## config.mk

```make
export PLATFORM = sky130hd
export DESIGN_NAME = id_ex_hazard_reg
export DESIGN_NICKNAME = d
export VERILOG_FILES = /design/src/rtl/riscv_pkg.sv /design/src/rtl/id_ex_hazard_reg_fwd_sel.sv /design/src/rtl/id_ex_hazard_reg.sv
export SDC_FILE = /design/constraint.sdc
export NUM_CORES = 1
export LEC_CHECK = 0
export ABC_AREA = 0
export CAP_MARGIN = 20
export CORE_AREA = 2 2 157 159
export CTS_CLUSTER_SIZE = 10
export DETAILED_ROUTE_END_ITERATION = 16
export DIE_AREA = 0 0 159 161
export PLACE_DENSITY = 0.78
export RECOVER_POWER = 100
export SLEW_MARGIN = 20
export SYNTH_ARGS = -nofsm -noshare
export SYNTH_HDL_FRONTEND = slang
export SYNTH_HIERARCHICAL = 1
export SYNTH_SLANG_ARGS = --single-unit
```

## constraint.sdc

```tcl
create_clock -name clk -period 5.9 [get_ports clk]
set_clock_uncertainty 0.1 [all_clocks]
set_input_delay 0.59 -clock clk [delete_from_list [all_inputs] [get_ports clk]]
set_output_delay 0.59 -clock clk [all_outputs]
set_load 0.05 [all_outputs]
```

## src/rtl/riscv_pkg.sv

```systemverilog
// Shared types and constants for the rv32i five-stage pipeline.
//   ex_ctrl_t     : decoded control bundle carried into EX
//   EX_CTRL_NOP   : bubble control word (no writes, no branch/jump)
//   RES_*         : result-source select encodings
//   FWD_*         : EX operand-mux select encodings
//   fwd_hit()     : true when a later-stage write targets a given source index
package riscv_pkg;

    localparam int XLEN = 32;

    localparam logic [1:0] RES_ALU = 2'b00;
    localparam logic [1:0] RES_MEM = 2'b01;
    localparam logic [1:0] RES_PC4 = 2'b10;

    localparam logic [1:0] FWD_RF  = 2'b00;
    localparam logic [1:0] FWD_WB  = 2'b01;
    localparam logic [1:0] FWD_MEM = 2'b10;

    typedef struct packed {
        logic       reg_write;
        logic [1:0] result_src;
        logic       mem_write;
        logic       jump;
        logic       branch;
        logic       alu_src;
        logic [3:0] alu_ctrl;
    } ex_ctrl_t;

    localparam ex_ctrl_t EX_CTRL_NOP = '{
        reg_write:  1'b0,
        result_src: RES_ALU,
        mem_write:  1'b0,
        jump:       1'b0,
        branch:     1'b0,
        alu_src:    1'b0,
        alu_ctrl:   4'd0
    };

    // x0 is hard-wired zero, so a write to it never produces a forwardable value.
    function automatic logic fwd_hit(input logic [4:0] rd, input logic we, input logic [4:0] rs);
        return we && (rd != 5'd0) && (rd == rs);
    endfunction

endpackage

```

## src/rtl/id_ex_hazard_reg_fwd_sel.sv

```systemverilog
// Forwarding select for one EX source operand.
//   rs          : source register index held in EX
//   rd_m/reg_write_m : MEM-stage destination
//   rd_w/reg_write_w : WB-stage destination
//   fwd         : FWD_MEM, FWD_WB or FWD_RF (never 2'b11)
module fwd_sel
    import riscv_pkg::*;
(
    input  logic [4:0] rs,
    input  logic [4:0] rd_m,
    input  logic       reg_write_m,
    input  logic [4:0] rd_w,
    input  logic       reg_write_w,
    output logic [1:0] fwd
);

    // MEM is younger than WB, so its value wins when both target rs.
    always_comb begin
        fwd = FWD_RF;
        if (fwd_hit(rd_m, reg_write_m, rs)) begin
            fwd = FWD_MEM;
        end else if (fwd_hit(rd_w, reg_write_w, rs)) begin
            fwd = FWD_WB;
        end else begin
            fwd = FWD_RF;
        end
    end

endmodule

```

## src/rtl/id_ex_hazard_reg.sv

```systemverilog
// ID/EX pipeline register with load-use hazard detection and EX forwarding.
//   inputs  : decode-stage indices/operands/control (*_d), MEM/WB destinations,
//             pc_src_e (taken branch/jump resolved in EX)
//   outputs : registered EX copies (*_e), forwarding selects fwd_a_e/fwd_b_e,
//             front-end controls stall_f/stall_d/flush_d, saturating
//             load-use stall counter lu_stall_cnt
// The E register is never held: a stall keeps F/D frozen and inserts a bubble.
module id_ex_hazard_reg
    import riscv_pkg::*;
#(
    parameter int W     = XLEN,
    parameter int CNT_W = 16
) (
    input  logic             clk,
    input  logic             rst_n,
    input  logic [4:0]       rs1_d,
    input  logic [4:0]       rs2_d,
    input  logic [4:0]       rd_d,
    input  logic [W-1:0]     rd1_d,
    input  logic [W-1:0]     rd2_d,
    input  logic [W-1:0]     imm_d,
    input  logic [W-1:0]     pc_d,
    input  logic [W-1:0]     pc_plus4_d,
    input  ex_ctrl_t         ctrl_d,
    input  logic [4:0]       rd_m,
    input  logic             reg_write_m,
    input  logic [4:0]       rd_w,
    input  logic             reg_write_w,
    input  logic             pc_src_e,
    output logic [4:0]       rs1_e,
    output logic [4:0]       rs2_e,
    output logic [4:0]       rd_e,
    output logic [W-1:0]     rd1_e,
    output logic [W-1:0]     rd2_e,
    output logic [W-1:0]     imm_e,
    output logic [W-1:0]     pc_e,
    output logic [W-1:0]     pc_plus4_e,
    output ex_ctrl_t         ctrl_e,
    output logic [1:0]       fwd_a_e,
    output logic [1:0]       fwd_b_e,
    output logic             stall_f,
    output logic             stall_d,
    output logic             flush_d,
    output logic [CNT_W-1:0] lu_stall_cnt
);

    localparam logic [CNT_W-1:0] CNT_MAX = {CNT_W{1'b1}};
    localparam logic [CNT_W-1:0] CNT_ONE = {{(CNT_W-1){1'b0}}, 1'b1};

    logic lu;
    logic flush_e;

    // Load-use: a load in E whose destination is read by the instruction in D.
    always_comb begin
        lu = 1'b0;
        if ((ctrl_e.result_src == RES_MEM) && (rd_e != 5'd0) &&
            ((rd_e == rs1_d) || (rd_e == rs2_d))) begin
            lu = 1'b1;
        end else begin
            lu = 1'b0;
        end
    end

    assign stall_f = lu;
    assign stall_d = lu;
    assign flush_d = pc_src_e;
    assign flush_e = lu | pc_src_e;

    // E register: bubble on stall or redirect, otherwise capture decode.
    always_ff @(posedge clk or negedge rst_n) begin
        if (!rst_n) begin
            rs1_e      <= 5'd0;
            rs2_e      <= 5'd0;
            rd_e       <= 5'd0;
            rd1_e      <= {W{1'b0}};
            rd2_e      <= {W{1'b0}};
            imm_e      <= {W{1'b0}};
            pc_e       <= {W{1'b0}};
            pc_plus4_e <= {W{1'b0}};
            ctrl_e     <= EX_CTRL_NOP;
        end else if (flush_e) begin
            rs1_e      <= 5'd0;
            rs2_e      <= 5'd0;
            rd_e       <= 5'd0;
            rd1_e      <= {W{1'b0}};
            rd2_e      <= {W{1'b0}};
            imm_e      <= {W{1'b0}};
            pc_e       <= {W{1'b0}};
            pc_plus4_e <= {W{1'b0}};
            ctrl_e     <= EX_CTRL_NOP;
        end else begin
            rs1_e      <= rs1_d;
            rs2_e      <= rs2_d;
            rd_e       <= rd_d;
            rd1_e      <= rd1_d;
            rd2_e      <= rd2_d;
            imm_e      <= imm_d;
            pc_e       <= pc_d;
            pc_plus4_e <= pc_plus4_d;
            ctrl_e     <= ctrl_d;
        end
    end

    // Load-use stall counter; sticks at all-ones instead of wrapping.
    always_ff @(posedge clk or negedge rst_n) begin
        if (!rst_n) begin
            lu_stall_cnt <= {CNT_W{1'b0}};
        end else if (lu && (lu_stall_cnt != CNT_MAX)) begin
            lu_stall_cnt <= lu_stall_cnt + CNT_ONE;
        end else begin
            lu_stall_cnt <= lu_stall_cnt;
        end
    end

    fwd_sel u_fwd_a (
        .rs          (rs1_e),
        .rd_m        (rd_m),
        .reg_write_m (reg_write_m),
        .rd_w        (rd_w),
        .reg_write_w (reg_write_w),
        .fwd         (fwd_a_e)
    );

    fwd_sel u_fwd_b (
        .rs          (rs2_e),
        .rd_m        (rd_m),
        .reg_write_m (reg_write_m),
        .rd_w        (rd_w),
        .reg_write_w (reg_write_w),
        .fwd         (fwd_b_e)
    );

endmodule

```

==> flow_summary.json <==
{
  "post_cts_resized": 0,
  "synthesis.nets": 731,
  "fin_nets": 1146,
  "violations": "capacitance limit, slew limit",
  "die_h_microns": 161,
  "grt_pass1_vias": 5819,
  "synth_fa_ha_area_share_pct": 0.1736,
  "antenna_found_initial": 0,
  "drt_first_pass_iters": 4,
  "ys_seq_area_share_pct": 70.15,
  "maxSlewViolCount": 111,
  "power_switching_w": 0.0009663,
  "p_leak_nw": 5.634,
  "cts_buffers": 24,
  "n_fill_cell": 2104,
  "p_comb_share_pct": 19.5,
  "wire_per_inst_microns": 17.19,
  "cts_htree_levels": 1,
  "dpl.hpwl_mm": 16.25,
  "clk_latency_ns": 0.51,
  "worstPathMaxFanout": 17,
  "arrival_ns": 3.59,
  "synth-simple-area-share_pct": 21.01,
  "synth_top_family_by_area": "simple AND/OR/NAND/NOR gates",
  "crit_path_start_kind": "input pin",
  "finalSetupViolCount": 0,
  "drc": 0,
  "ys_ff_latch": 202,
  "postCtsHoldBufs": 0,
  "numClockSinks": 202,
  "drv_cap": 1,
  "grt_util_all_layers_pct": 16.86,
  "die_x_microns": 159,
  "critical_path_class": "in2out",
  "syn2layout_area_growth_pct": 69.87,
  "synthCells": 529,
  "gp_congestion": 0.9256,
  "min_period_ns": 4.282,
  "yosysWarnings": 6,
  "holdWs_ns": 0.01432,
  "drt_iter0_drc": 165,
  "grt_pass1_wl_mm": 33.51,
  "cts_buffer_depth": 3,
  "syn_area_sq_um": 7206,
  "critical_path_required_ns": 5.21,
  "rr_startpoint": "rd_e[3]$_DFF_PN0_",
  "startpoint": "rs1_d[1]",
  "drive_above_1_share_pct": 4.430,
  "power_frac_seq_pct": 43.2,
  "fin_tns_setup_ns": 0,
  "diodes": 0,
  "cts-root-buf": "clkbuf_16",
  "synthXorXnorAreaFrac_pct": 4.862,
  "place_ws_ns": 2.100,
  "coreArea_sq_um": 23960,
  "powerDensity_nw_per_um2": 281.7,
  "num_io_pins": 410,
  "via_per_inst": 4.264,
  "hold_viol": 0,
  "ant_nets": 0,
  "syn_area_per_cell_sq_um": 13.62,
  "maxSlewHeadroom_pct": -82.93,
  "rsz0062_at_grt": "no",
  "grt_max_degree": 111,
  "cts_tree": "built",
  "start_util_pct": 30.07,
  "dpl.cell_count": 1242,
  "vias": 5424,
  "io_buffers": 409,
  "end_kind": "primary output",
  "final_core_util_pct": 51.08,
  "fin_crit_sh_pct": 72.58,
  "routed_wl_mm": 21.86,
  "post_cts_buffers": 0,
  "overflow": 0,
  "hold_class": "in2async",
  "synth-compound-area-share_pct": 1.632,
  "irDropWorstVdd_uv": 199.3,
  "fmax_ghz": 0.2335,
  "switching_share_pct": 28.02,
  "p_clk_share_pct": 37.3,
  "synth_cell_types": 32,
  "synthMuxAreaShare_pct": 0.3126,
  "core.rowCount": 57,
  "dieArea_sq_um": 25600,
  "internal_power_w": 0.002482,
  "outcome": "finished, violations left",
  "worstMarginPinSlew_ns": 2.744,
  "clkTransAtPathRegs_ns": 0.05,
  "final_cells": 1272,
  "layout_setup_ws_ns": 1.618
}
==> per-stage QoR <==
stage | total power [W] | instance area (sq um)
2_1_floorplan | 0.001879 | 7206
3_3_place_gp | 0.002221 | 11620
3_5_place_dp | 0.002230 | 11620
4_1_cts | 0.003544 | 12270
5_1_grt | 0.003597 | 12240
6_report | 0.003448 | 12240
==> worst max-delay path, cell delays in order <==
cell and delay (ns):
dlygate4sd3_1 0.57, xnor2_1 0.16, nand2_1 0.13, o22ai_1 0.98, and2_1 0.28, dlygate4sd3_1 0.88
==> worst paths after layout <==
check | cells past startpoint | slack (ns) | end
setup / recovery | 6 | 1.62 | stall_d
hold / removal | 1 | 0.01 | pc_plus4_e[31]$_DFF_PN0_
setup reg to reg | 7 | 2.29 | pc_e[26]$_DFF_PN0_
hold reg to reg | 1 | 0.41 | lu_stall_cnt[15]$_DFFE_PN0P_
max in group asynchronous | 2 | 2.52 | pc_e[23]$_DFF_PN0_
min in group clk | 1 | 0.41 | lu_stall_cnt[15]$_DFFE_PN0P_
==> power by group through the flow <==
stage | Combinational (W) | Clock (W) | Sequential (W)
4_1_cts | 0.000713 | 0.00134 | 0.00149
3_5_place_dp | 0.000711 | 0 | 0.00152
3_3_place_gp | 0.000706 | 0 | 0.00151
5_1_grt | 0.000709 | 0.00139 | 0.00150
6_report | 0.000673 | 0.00129 | 0.00149
2_1_floorplan | 0.0000999 | 0 | 0.00178
==> cell families (layout without fill, tap and decap cells) <==
logic type	Yosys count	after routing
and+or+nand+nor	249	249
AOI/OAI and AO/OA	10	10
adders and majority gates	1	1
buffers and inverters	25	444
muxes	2	2
xor gates and xnor gates	40	40
DFF	202	202
==> synthesized netlist by cell type, drive strengths merged <==
cell / instances / area (sq um)
dfrtp: 202 / 5055
and2: 187 / 1170
xnor2: 34 / 297.8
nand3: 18 / 90.09
clkbuf: 17 / 78.83
nand2: 9 / 33.78
nor3: 9 / 55.05
and3: 7 / 43.79
nand4: 7 / 43.79
buf: 6 / 47.54
xor2: 6 / 52.55
nor2: 4 / 15.01
a21oi: 3 / 26.28
nor4: 3 / 18.77
a211oi: 2 / 25.02
and4: 2 / 17.52
inv: 2 / 7.500
mux2: 2 / 22.52
o21ai: 2 / 21.27
o41ai: 2 / 32.53
and3b: 1 / 8.760
ha: 1 / 12.51
nor2b: 1 / 6.260
o22ai: 1 / 12.51
or4: 1 / 11.26
==> state kept, by name, indices dropped and copies added, names as in the netlist <==
register      count
pc_e             32
rd_e              5
rs1_e             5
rd2_e            32
imm_e            32
ctrl_e           11
rd1_e            32
rs2_e             5
lu_stall_cnt     16
pc_plus4_e       32
==> final cells by class <==
type	instances	area [sq um]	share of cell area [%]
flip-flops and latches	202	5055	41.30
inverters	2	7.507	0.06133
repair buffers	412	4118	33.64
multi-input cells	302	1999	16.33
clock inverters	1	5.005	0.04089
clock buffers	29	650.6	5.315
well taps	324	405.4	3.312
==> metal layers <==
layer / track usage, % / routed length [microns] / up-vias
met5: 0 / 0 / -
met2: 30.47 / 11290 / 302
met3: 6.831 / 2359 / 45
met1: 17.87 / 7581 / 2589
met4: 5.702 / 636 / 0
li1: - / - / 2488
==> placed cells by master, fill, tap and decap left out, types with 9 or more instances in the layout <==
cell type,n
nand2_1,9
dlygate4sd3_1,210
clkbuf_16,25
and2_0,70
nand3_1,18
xnor2_1,34
and2_1,117
clkdlybuf4s50_1,198
dfrtp_1,202
Power figures use the tool's default switching activity.
